## src/rtl/pc_unit.sv

```systemverilog
// Program-counter unit with jump/branch select, stall and a hardware return-address stack.
// State updates on the falling clock edge; asynchronous active-high reset.
module pc_unit #(
    parameter int            AW        = 5,
    parameter int            STEP      = 1,
    parameter int            RAS_DEPTH = 4,
    parameter logic [AW-1:0] RESET_PC  = {AW{1'b1}},
    localparam int           CW        = $clog2(RAS_DEPTH + 1)
) (
    input  logic          clk,
    input  logic          rst,
    input  logic          stall,
    input  logic [2:0]    pc_sig,
    input  logic [AW-1:0] dir_j,
    input  logic [AW-1:0] dir_b,
    output logic [AW-1:0] pc,
    output logic [CW-1:0] ras_count,
    output logic          ras_full,
    output logic          ras_empty,
    output logic          ras_ovf,
    output logic          ras_unf
);
    localparam int            IW      = (RAS_DEPTH > 1) ? $clog2(RAS_DEPTH) : 1;
    localparam logic [CW-1:0] DEPTH_C = CW'(RAS_DEPTH);
    localparam logic [AW-1:0] STEP_C  = AW'(STEP);

    localparam logic [2:0] SIG_SEQ    = 3'b000;
    localparam logic [2:0] SIG_JUMP   = 3'b001;
    localparam logic [2:0] SIG_BRANCH = 3'b010;
    localparam logic [2:0] SIG_CALL   = 3'b011;
    localparam logic [2:0] SIG_RETURN = 3'b100;

    logic [AW-1:0] pc_q, pc_d;
    logic [CW-1:0] cnt_q, cnt_d;
    logic          ovf_q, ovf_d;
    logic          unf_q, unf_d;
    logic [AW-1:0] stack_q [RAS_DEPTH];

    logic [AW-1:0] seq;
    logic [CW-1:0] cnt_m1;
    logic [IW-1:0] push_idx, pop_idx;
    logic          full, empty, push;

    assign seq      = pc_q + STEP_C;
    assign cnt_m1   = cnt_q - CW'(1);
    assign push_idx = cnt_q[IW-1:0];
    assign pop_idx  = cnt_m1[IW-1:0];
    assign full     = (cnt_q == DEPTH_C);
    assign empty    = (cnt_q == '0);

    always_comb begin
        pc_d  = pc_q;
        cnt_d = cnt_q;
        ovf_d = 1'b0;
        unf_d = 1'b0;
        push  = 1'b0;
        if (!stall) begin
            case (pc_sig)
                SIG_JUMP:   pc_d = dir_j;
                SIG_BRANCH: pc_d = dir_b;
                SIG_CALL: begin
                    // The jump is taken even when the return address cannot be saved.
                    pc_d = dir_j;
                    if (full) begin
                        ovf_d = 1'b1;
                    end else begin
                        push  = 1'b1;
                        cnt_d = cnt_q + CW'(1);
                    end
                end
                SIG_RETURN: begin
                    if (empty) begin
                        pc_d  = seq;
                        unf_d = 1'b1;
                    end else begin
                        pc_d  = stack_q[pop_idx];
                        cnt_d = cnt_m1;
                    end
                end
                default:    pc_d = seq;
            endcase
        end
    end

    always_ff @(negedge clk or posedge rst) begin
        if (rst) begin
            pc_q  <= RESET_PC;
            cnt_q <= '0;
            ovf_q <= 1'b0;
            unf_q <= 1'b0;
        end else begin
            pc_q  <= pc_d;
            cnt_q <= cnt_d;
            ovf_q <= ovf_d;
            unf_q <= unf_d;
        end
    end

    // Stack contents need no reset: entries are only read below ras_count.
    always_ff @(negedge clk) begin
        if (push) begin
            stack_q[push_idx] <= seq;
        end
    end

    assign pc        = pc_q;
    assign ras_count = cnt_q;
    assign ras_full  = full;
    assign ras_empty = empty;
    assign ras_ovf   = ovf_q;
    assign ras_unf   = unf_q;

    // Keeps SIG_SEQ referenced; sequential fetch is the default decode arm.
    logic unused_seq_sig;
    assign unused_seq_sig = (pc_sig == SIG_SEQ);
endmodule

```

## config.mk

```make
export PLATFORM = sky130hd
export DESIGN_NAME = pc_unit
export DESIGN_NICKNAME = d
export VERILOG_FILES = /design/src/rtl/pc_unit.sv
export SDC_FILE = /design/constraint.sdc
export NUM_CORES = 1
export LEC_CHECK = 0
export ABC_CLOCK_PERIOD_IN_PS = 2350
export CELL_PAD_IN_SITES_DETAIL_PLACEMENT = 0
export CELL_PAD_IN_SITES_GLOBAL_PLACEMENT = 1
export CORE_ASPECT_RATIO = 2
export CORE_MARGIN = 2
export CORE_UTILIZATION = 41
export CTS_CLUSTER_SIZE = 24
export DETAILED_ROUTE_END_ITERATION = 12
export PLACE_DENSITY = 0.76
export SYNTH_ARGS = -nofsm -noshare
export SYNTH_HDL_FRONTEND = slang
export SYNTH_SLANG_ARGS = --single-unit
```

## constraint.sdc

```tcl
create_clock -name clk -period 2.35 [get_ports clk]
set_input_delay 0.5875 -clock clk [delete_from_list [all_inputs] [get_ports clk]]
set_output_delay 0.5875 -clock clk [all_outputs]
set_load 0.005 [all_outputs]
```

Word level (Yosys, flattened, before mapping). Memories as Yosys holds them, arrays and structs flattened. Cells that the tools add are included.

Logic and storage cells: 36. Output and inout port bits: 12. Register bits after elaboration: 10. Memories kept: 1. Memory bits (writable): 20.

Equal/unequal tests: 7. Add/sub/neg operators: 3. Bitwise gates (word level): 1. Reduce and logical (&&, ||, !) cells: 4. Muxes and demuxes: 16.

Memory list: stack_q (words 4, bits a word 5, rd ports 1, clocked after memory_dff 0, write ports 1, RTL line 37) `logic [AW-1:0] stack_q [RAS_DEPTH];`.

Operators with widths (number): $pmux W5 S3 (1); $mux W1 (11); $eq A3 B2 Y1 const B (2); $eq A3 B3 Y1 const B (2); $mux W3 (2); $pmux W3 S2 (1); $add A5 B1 Y5 const B (1); $mux W5 (1); $ne A2 B2 Y1 const B (2); $reduce_and A4 Y1 (1); $add A3 B1 Y3 const B (1); $eq A3 B1 Y1 const B (1); $logic_not A3 Y1 (1); $sub A3 B1 Y3 const B (1); $reduce_bool A2 Y1 (1); $reduce_or A2 Y1 (1); $not A1 Y1 (1).

Logic depth before layout (Yosys ltp). Gate-level depths: netlist of the first run.

Word-level depth: 6. Depth in mapped cells: 7. Gate-level depth less buffers: 6.

==> results of run 1 <==
## per-stage QoR
step / power [W] / setup TNS, ns
2_1_floorplan: 0.00134 / -9.77
3_3_place_gp: 0.00174 / -32.89
3_5_place_dp: 0.00176 / -34.54
4_1_cts: 0.00254 / -10.03
5_1_grt: 0.00277 / -11.33
6_report: 0.00263 / -10.14
## routing by layer
metal	share of wire, %	wire [microns]
met5	0	0
met4	2.7	107
met3	2.6	101
met2	60	2380
met1	35	1370
## state kept, by name, indices dropped and copies added, names as in the netlist
signal and cells:
ras_unf 1, pc 5, ras_count 3, stack_q 20
ras_ovf 1
## cells in the final DEF (no fill, tap or decap), types with 2 or more instances in the layout
master / n
xor2_1: 2
clkinvlp_2: 2
ha_1: 5
nor3b_4: 2
inv_2: 3
clkdlybuf4s50_1: 5
edfxtp_1: 20
xnor2_1: 3
buf_2: 4
nand3_1: 2
inv_1: 31
dlygate4sd2_1: 4
and2_4: 5
clkbuf_8: 5
dfrtn_1: 5
buf_4: 31
mux4_2: 5
a21oi_1: 3
buf_6: 19
dfstp_2: 5
buf_8: 3
and2b_2: 6
dlymetal6s2s_1: 2
a221o_1: 3
nand2_2: 3
a221oi_2: 4
## what timing repair did
action	in CTS	in global routing
hold buffers	0	0
setup buffers	17	8
pin swaps	11	9
gates resized for setup	97	20
setup endpoints to repair	42	41
## power by group
group          internal, W  total [W]  switching [W]
registers         0.000698   0.000739      0.0000406
clock network     0.000366   0.000666       0.000300
logic             0.000672    0.00122       0.000550
total              0.00174    0.00263       0.000890
## layout make-up
cell class	count	area, sq um
Clock buffer	5	68.8
Clock inverter	28	134
Fill cell	277	1040
Inverter	10	42.5
Multi-Input combinational cell	63	731
Sequential cell	30	857
Tap cell	49	61.3
Timing Repair Buffer	69	632
## cell families after synthesis
group | after synthesis
AOI/OAI and AO/OA | 17
adders and majority gates | 6
and+or+nand+nor | 27
buffers and inverters | 14
DFF | 30
xor gates and xnor gates | 6
muxes | 7
## worst max-delay path, delay by kind of cell, from the launching register on
kind / cells / cell delay, ns
adders and majority gates: 1 / 0.17
buffers and inverters: 4 / 0.29
DFF: 1 / 0.43
and+or+nand+nor: 1 / 0.08
## path summary, 6_finish.rpt
path	to	slack, ns	depth (start not counted)	startpoint
min in group asynchronous	ras_count[1]	1.83	3	rst
hold / removal	ras_count[2]	0.60	2	ras_count[2]
setup / recovery	ras_empty	-0.67	6	ras_count[0]
max in group asynchronous	ras_count[2]	0.38	3	rst
setup reg to reg	pc[0]	0.56	6	ras_count[0]
hold reg to reg	ras_count[2]	0.60	2	ras_count[2]
==> flow_summary.toml, run 1 <==
[run_status]
outcome = "finished, violations left"
violations = "negative setup slack"

[die]
io_pins = 28
start_util_pct = 41.9
core_sq_um = 3570
die_w_microns = 46.7
die_y_microns = 89.4
rows = 31
dieArea_sq_um = 4180

[route]
drt-wirelength-per-cell_microns = 15.6
routed_wirelength_microns = 3960
drc_errors = 0
num_vias = 1214
firstDrtPassIters = 4
vias_per_cell = 4.78
drtAntennaViolNets = 0
drt_iter0_markers = 9

[final_layout]
drive_above_1_share_pct = 54.6
area_growth_pct = 68.8
final_util_pct = 70.8
antenna_cells = 0
fin_nets = 226
finalNonFillerCells = 254
final_area_sq_um = 2530

[setup_path]
cp-start-kind = "flop"
crit_required_ns = 1.76
crit_top_cell = "buf_6"
setup.worst_path.end_class = "output pin"
path_max_fanout = 3
critPathKind = "reg2out"
path_cells = "buf_6 -> inv_6 -> ha_4 -> nand2b_4 -> inv_2 -> buf_6"
worst_ep_arrival_time_ns = 2.43
cpMaxStageDelayCell = "dfrtn_1"
critPathMaxStageDelay_ns = 0.43

[synthesis]
synth_top_area_share_pct = 40.1
async_reset_ff_share_pct = 33.3
muxShareOfSynthArea_pct = 8.86
synthesis.nets = 129
synthTopCellsByArea = "edfxtp_1 40%, dfstp_2 8.8%, dfrtn_1 8.4%"
synth.most_common_cell = "edfxtp_1"
synth_cell_types = 32
yosys_warnings = 0
ys.flop_type = "edfxtp_1"
synth_area_per_cell_sq_um = 14.0
yosys.area.top_type = "edfxtp_1"
ys_top_cells_by_count = "20 x edfxtp_1, 11 x inv_1, 6 x and2b_2, 6 x ha_1"
synth_top_family_by_area = "simple AND/OR/NAND/NOR gates"
yosysSeqAreaShare_pct = 57.3
yosys_register_bits = 30
synth_xor_area_share_pct = 3.51
synth_compound_area_share_pct = 9.45
synth_edf_count = 20
synthSimpleGateAreaFrac_pct = 11.7
postSynthCellCount = 107
synth-adder-area-share_pct = 5.02
synth_area_sq_um = 1500

[timing]
hold_viol = 0
rsz0062_at_grt = "yes"
holdWs_ns = 0.598
setup_violations = 40
clock_skew_ns = 0.0529
worst_slew_pin_slew_ns = 0.539
setup_ws_ns = -0.666
slew_violations = 0
relSlewSlack_pct = 64.0

[clocking]
cts_buffer_depth = 2
htree_levels = 2
clkTransAtPathRegs_ns = 0.05
cts_sinks = 30
root_buffer = "clkbuf_8"
cts_inserted_buffers = 5
clk_latency_ns = 0.34
cts_tree = "done"

[placed_design]
io_buffers = 27
dpl.hpwl_microns = 2780
preCtsSetupSlack_ns = -1.02
dpl.cell_count = 201
postPlaceCellArea_sq_um = 2030
place.gp.congestion = 0.733

[grt]
grt_pass1_wl_microns = 5860
met1_usage_pct = 18.7
grtUsageMet3_pct = 5.05
track_usage_pct = 20.8
globalRoute.busiestLayer = "met2"
grt_use_met2_pct = 38.1
grt_antenna_before_repair = 0
grt-ovfl-total = 0
grt_pass1_vias = 1311
grt_max_degree = 10

[power]
ir_drop_mv = 0.742
power.leakage_nw = 1.18
powerDensity_nw_per_um2 = 1040

[min_path]
min_path_type = "reg2reg"

[run]
cap_violations = 0
No activity file was read; power rests on OpenSTA's default activity.
==> run 2: changes to the inputs <==
- CORE_MARGIN: 2 -> not set
- CTS_CLUSTER_SIZE: 24 -> 8
==> flow_summary.toml, run 2 (synthesis results as in run 1) <==
[final_layout]
area_growth_pct = 66.5
fin_nets = 229
largest_reg_flops = 20
final-seq-area_sq_um = 857
fill_cells = 267
final_area_sq_um = 2490
antenna_cells = 0
final_util_pct = 72.1
layout_commonest_cell = "buf_4"
most-common-layout-cells = "36 x buf_4, 32 x inv_1, 20 x edfxtp_1"
drive_above_1_share_pct = 52.4
multi_input_area_sq_um = 706
largest_register = "stack_q"

[grt]
grt_pass1_vias = 1465
grt-ovfl-total = 0
track_usage_pct = 23.0
grt_antenna_before_repair = 0
grt_max_degree = 13
grt_pass1_wl_microns = 6300

[placed_design]
place.gp.congestion = 0.763
dpl.hpwl_microns = 2720
io_buffers = 27
postPlaceCellArea_sq_um = 2030

[route]
drtAntennaViolNets = 0
vias_per_cell = 4.86
routed_wirelength_microns = 3940
drt_iter0_markers = 21
firstDrtPassIters = 4
drt-wirelength-per-cell_microns = 15.4
num_vias = 1245
drc_errors = 0

[timing]
setup_violations = 40
rsz0062_at_grt = "yes"
setup_ws_ns = -0.668
relSlewSlack_pct = 67.6
clock_skew_ns = 0.0599
slew_violations = 0
hold_viol = 0
holdWs_ns = 0.594
worst_slew_pin_slew_ns = 0.483

[setup_path]
worst_ep_arrival_time_ns = 2.43
setup.worst_path.end_class = "output pin"
path_cells = "buf_6 -> inv_6 -> ha_4 -> nand2_4 -> inv_2 -> buf_6"
cpMaxStageDelayCell = "dfrtn_1"
cp-start-kind = "flop"
crit_top_cell = "buf_6"
crit_required_ns = 1.76
critPathMaxStageDelay_ns = 0.42
critPathKind = "reg2out"
path_max_fanout = 3

[clocking]
cts_inserted_buffers = 5
clkTransAtPathRegs_ns = 0.05
clk_latency_ns = 0.35
hold_buffers = 0
root_buffer = "clkbuf_8"
cts_buffer_depth = 2
cts_sinks = 30
cts_tree = "done"
htree_levels = 2

[run_status]
outcome = "finished, violations left"
violations = "negative setup slack"

[die]
die_w_microns = 44.7
rows = 30
die_y_microns = 87.4
dieArea_sq_um = 3910
start_util_pct = 43.3
core_sq_um = 3450
io_pins = 28

[power]
power.leakage_nw = 1.16
powerDensity_nw_per_um2 = 1020
ir_drop_mv = 0.725

[min_path]
min_path_type = "reg2reg"

[run]
cap_violations = 0
-- run 2: what timing repair did --
item / CTS / global route
pin swaps: 13 / 10
resized for setup: 90 / 16
setup endpoints to repair: 42 / 40
buffers inserted: 23 / 8
-- run 2: worst paths after layout --
kind	cells after the start	start	end	slack (ns)
max	6	ras_count[0]	ras_full	-0.67
max in group asynchronous	3	rst	ras_count[1]	0.38
min	3	pc[1]	pc[1]	0.59
min reg2reg	3	pc[1]	pc[1]	0.59
max reg2reg	14	ras_count[0]	stack_q[0][1]	-0.05
min in group asynchronous	3	rst	ras_unf	1.83
-- run 2: metrics by stage --
stage | total power [W] | TNS (ns) | std cells | worst slack, ns
after floorplan | 0.00134 | -9.77 | 107 | -0.367
after global placement | 0.00175 | -32.66 | 201 | -1.00
after detailed placement | 0.00177 | -34.32 | 201 | -1.02
after CTS | 0.00248 | -10.24 | 253 | -0.655
after global routing | 0.00271 | -11.33 | 256 | -0.714
final | 0.00255 | -9.87 | 256 | -0.668
-- run 2: layer usage --
metal	track usage [%]	wire length [microns]	up-vias
li1	-	-	596
met1	20.2	1290	605
met2	42.1	2410	32
met3	4.98	86	12
met4	17.4	144	0
met5	0	0	-
-- run 2: worst max-delay path, delay by kind of cell (launching register included) --
kind                       cells  cell delay [ns]
and+or+nand+nor                1             0.07
DFF                            1             0.42
adders and majority gates      1             0.17
buffers and inverters          4             0.28
-- run 2: layout make-up --
type	instances	area share, %
Sequential cell	30	34.4
Multi-Input combinational cell	63	28.3
Timing Repair Buffer	72	25.8
Clock inverter	28	4.57
Clock buffer	5	2.76
Tap cell	48	2.41
Inverter	10	1.71
-- run 2: power breakdown --
part | internal, W | leakage (nW) | switching, W
combinational | 0.000711 | 0.691 | 0.000535
sequential | 0.000698 | 0.295 | 0.0000368
clock | 0.000264 | 0.178 | 0.000309
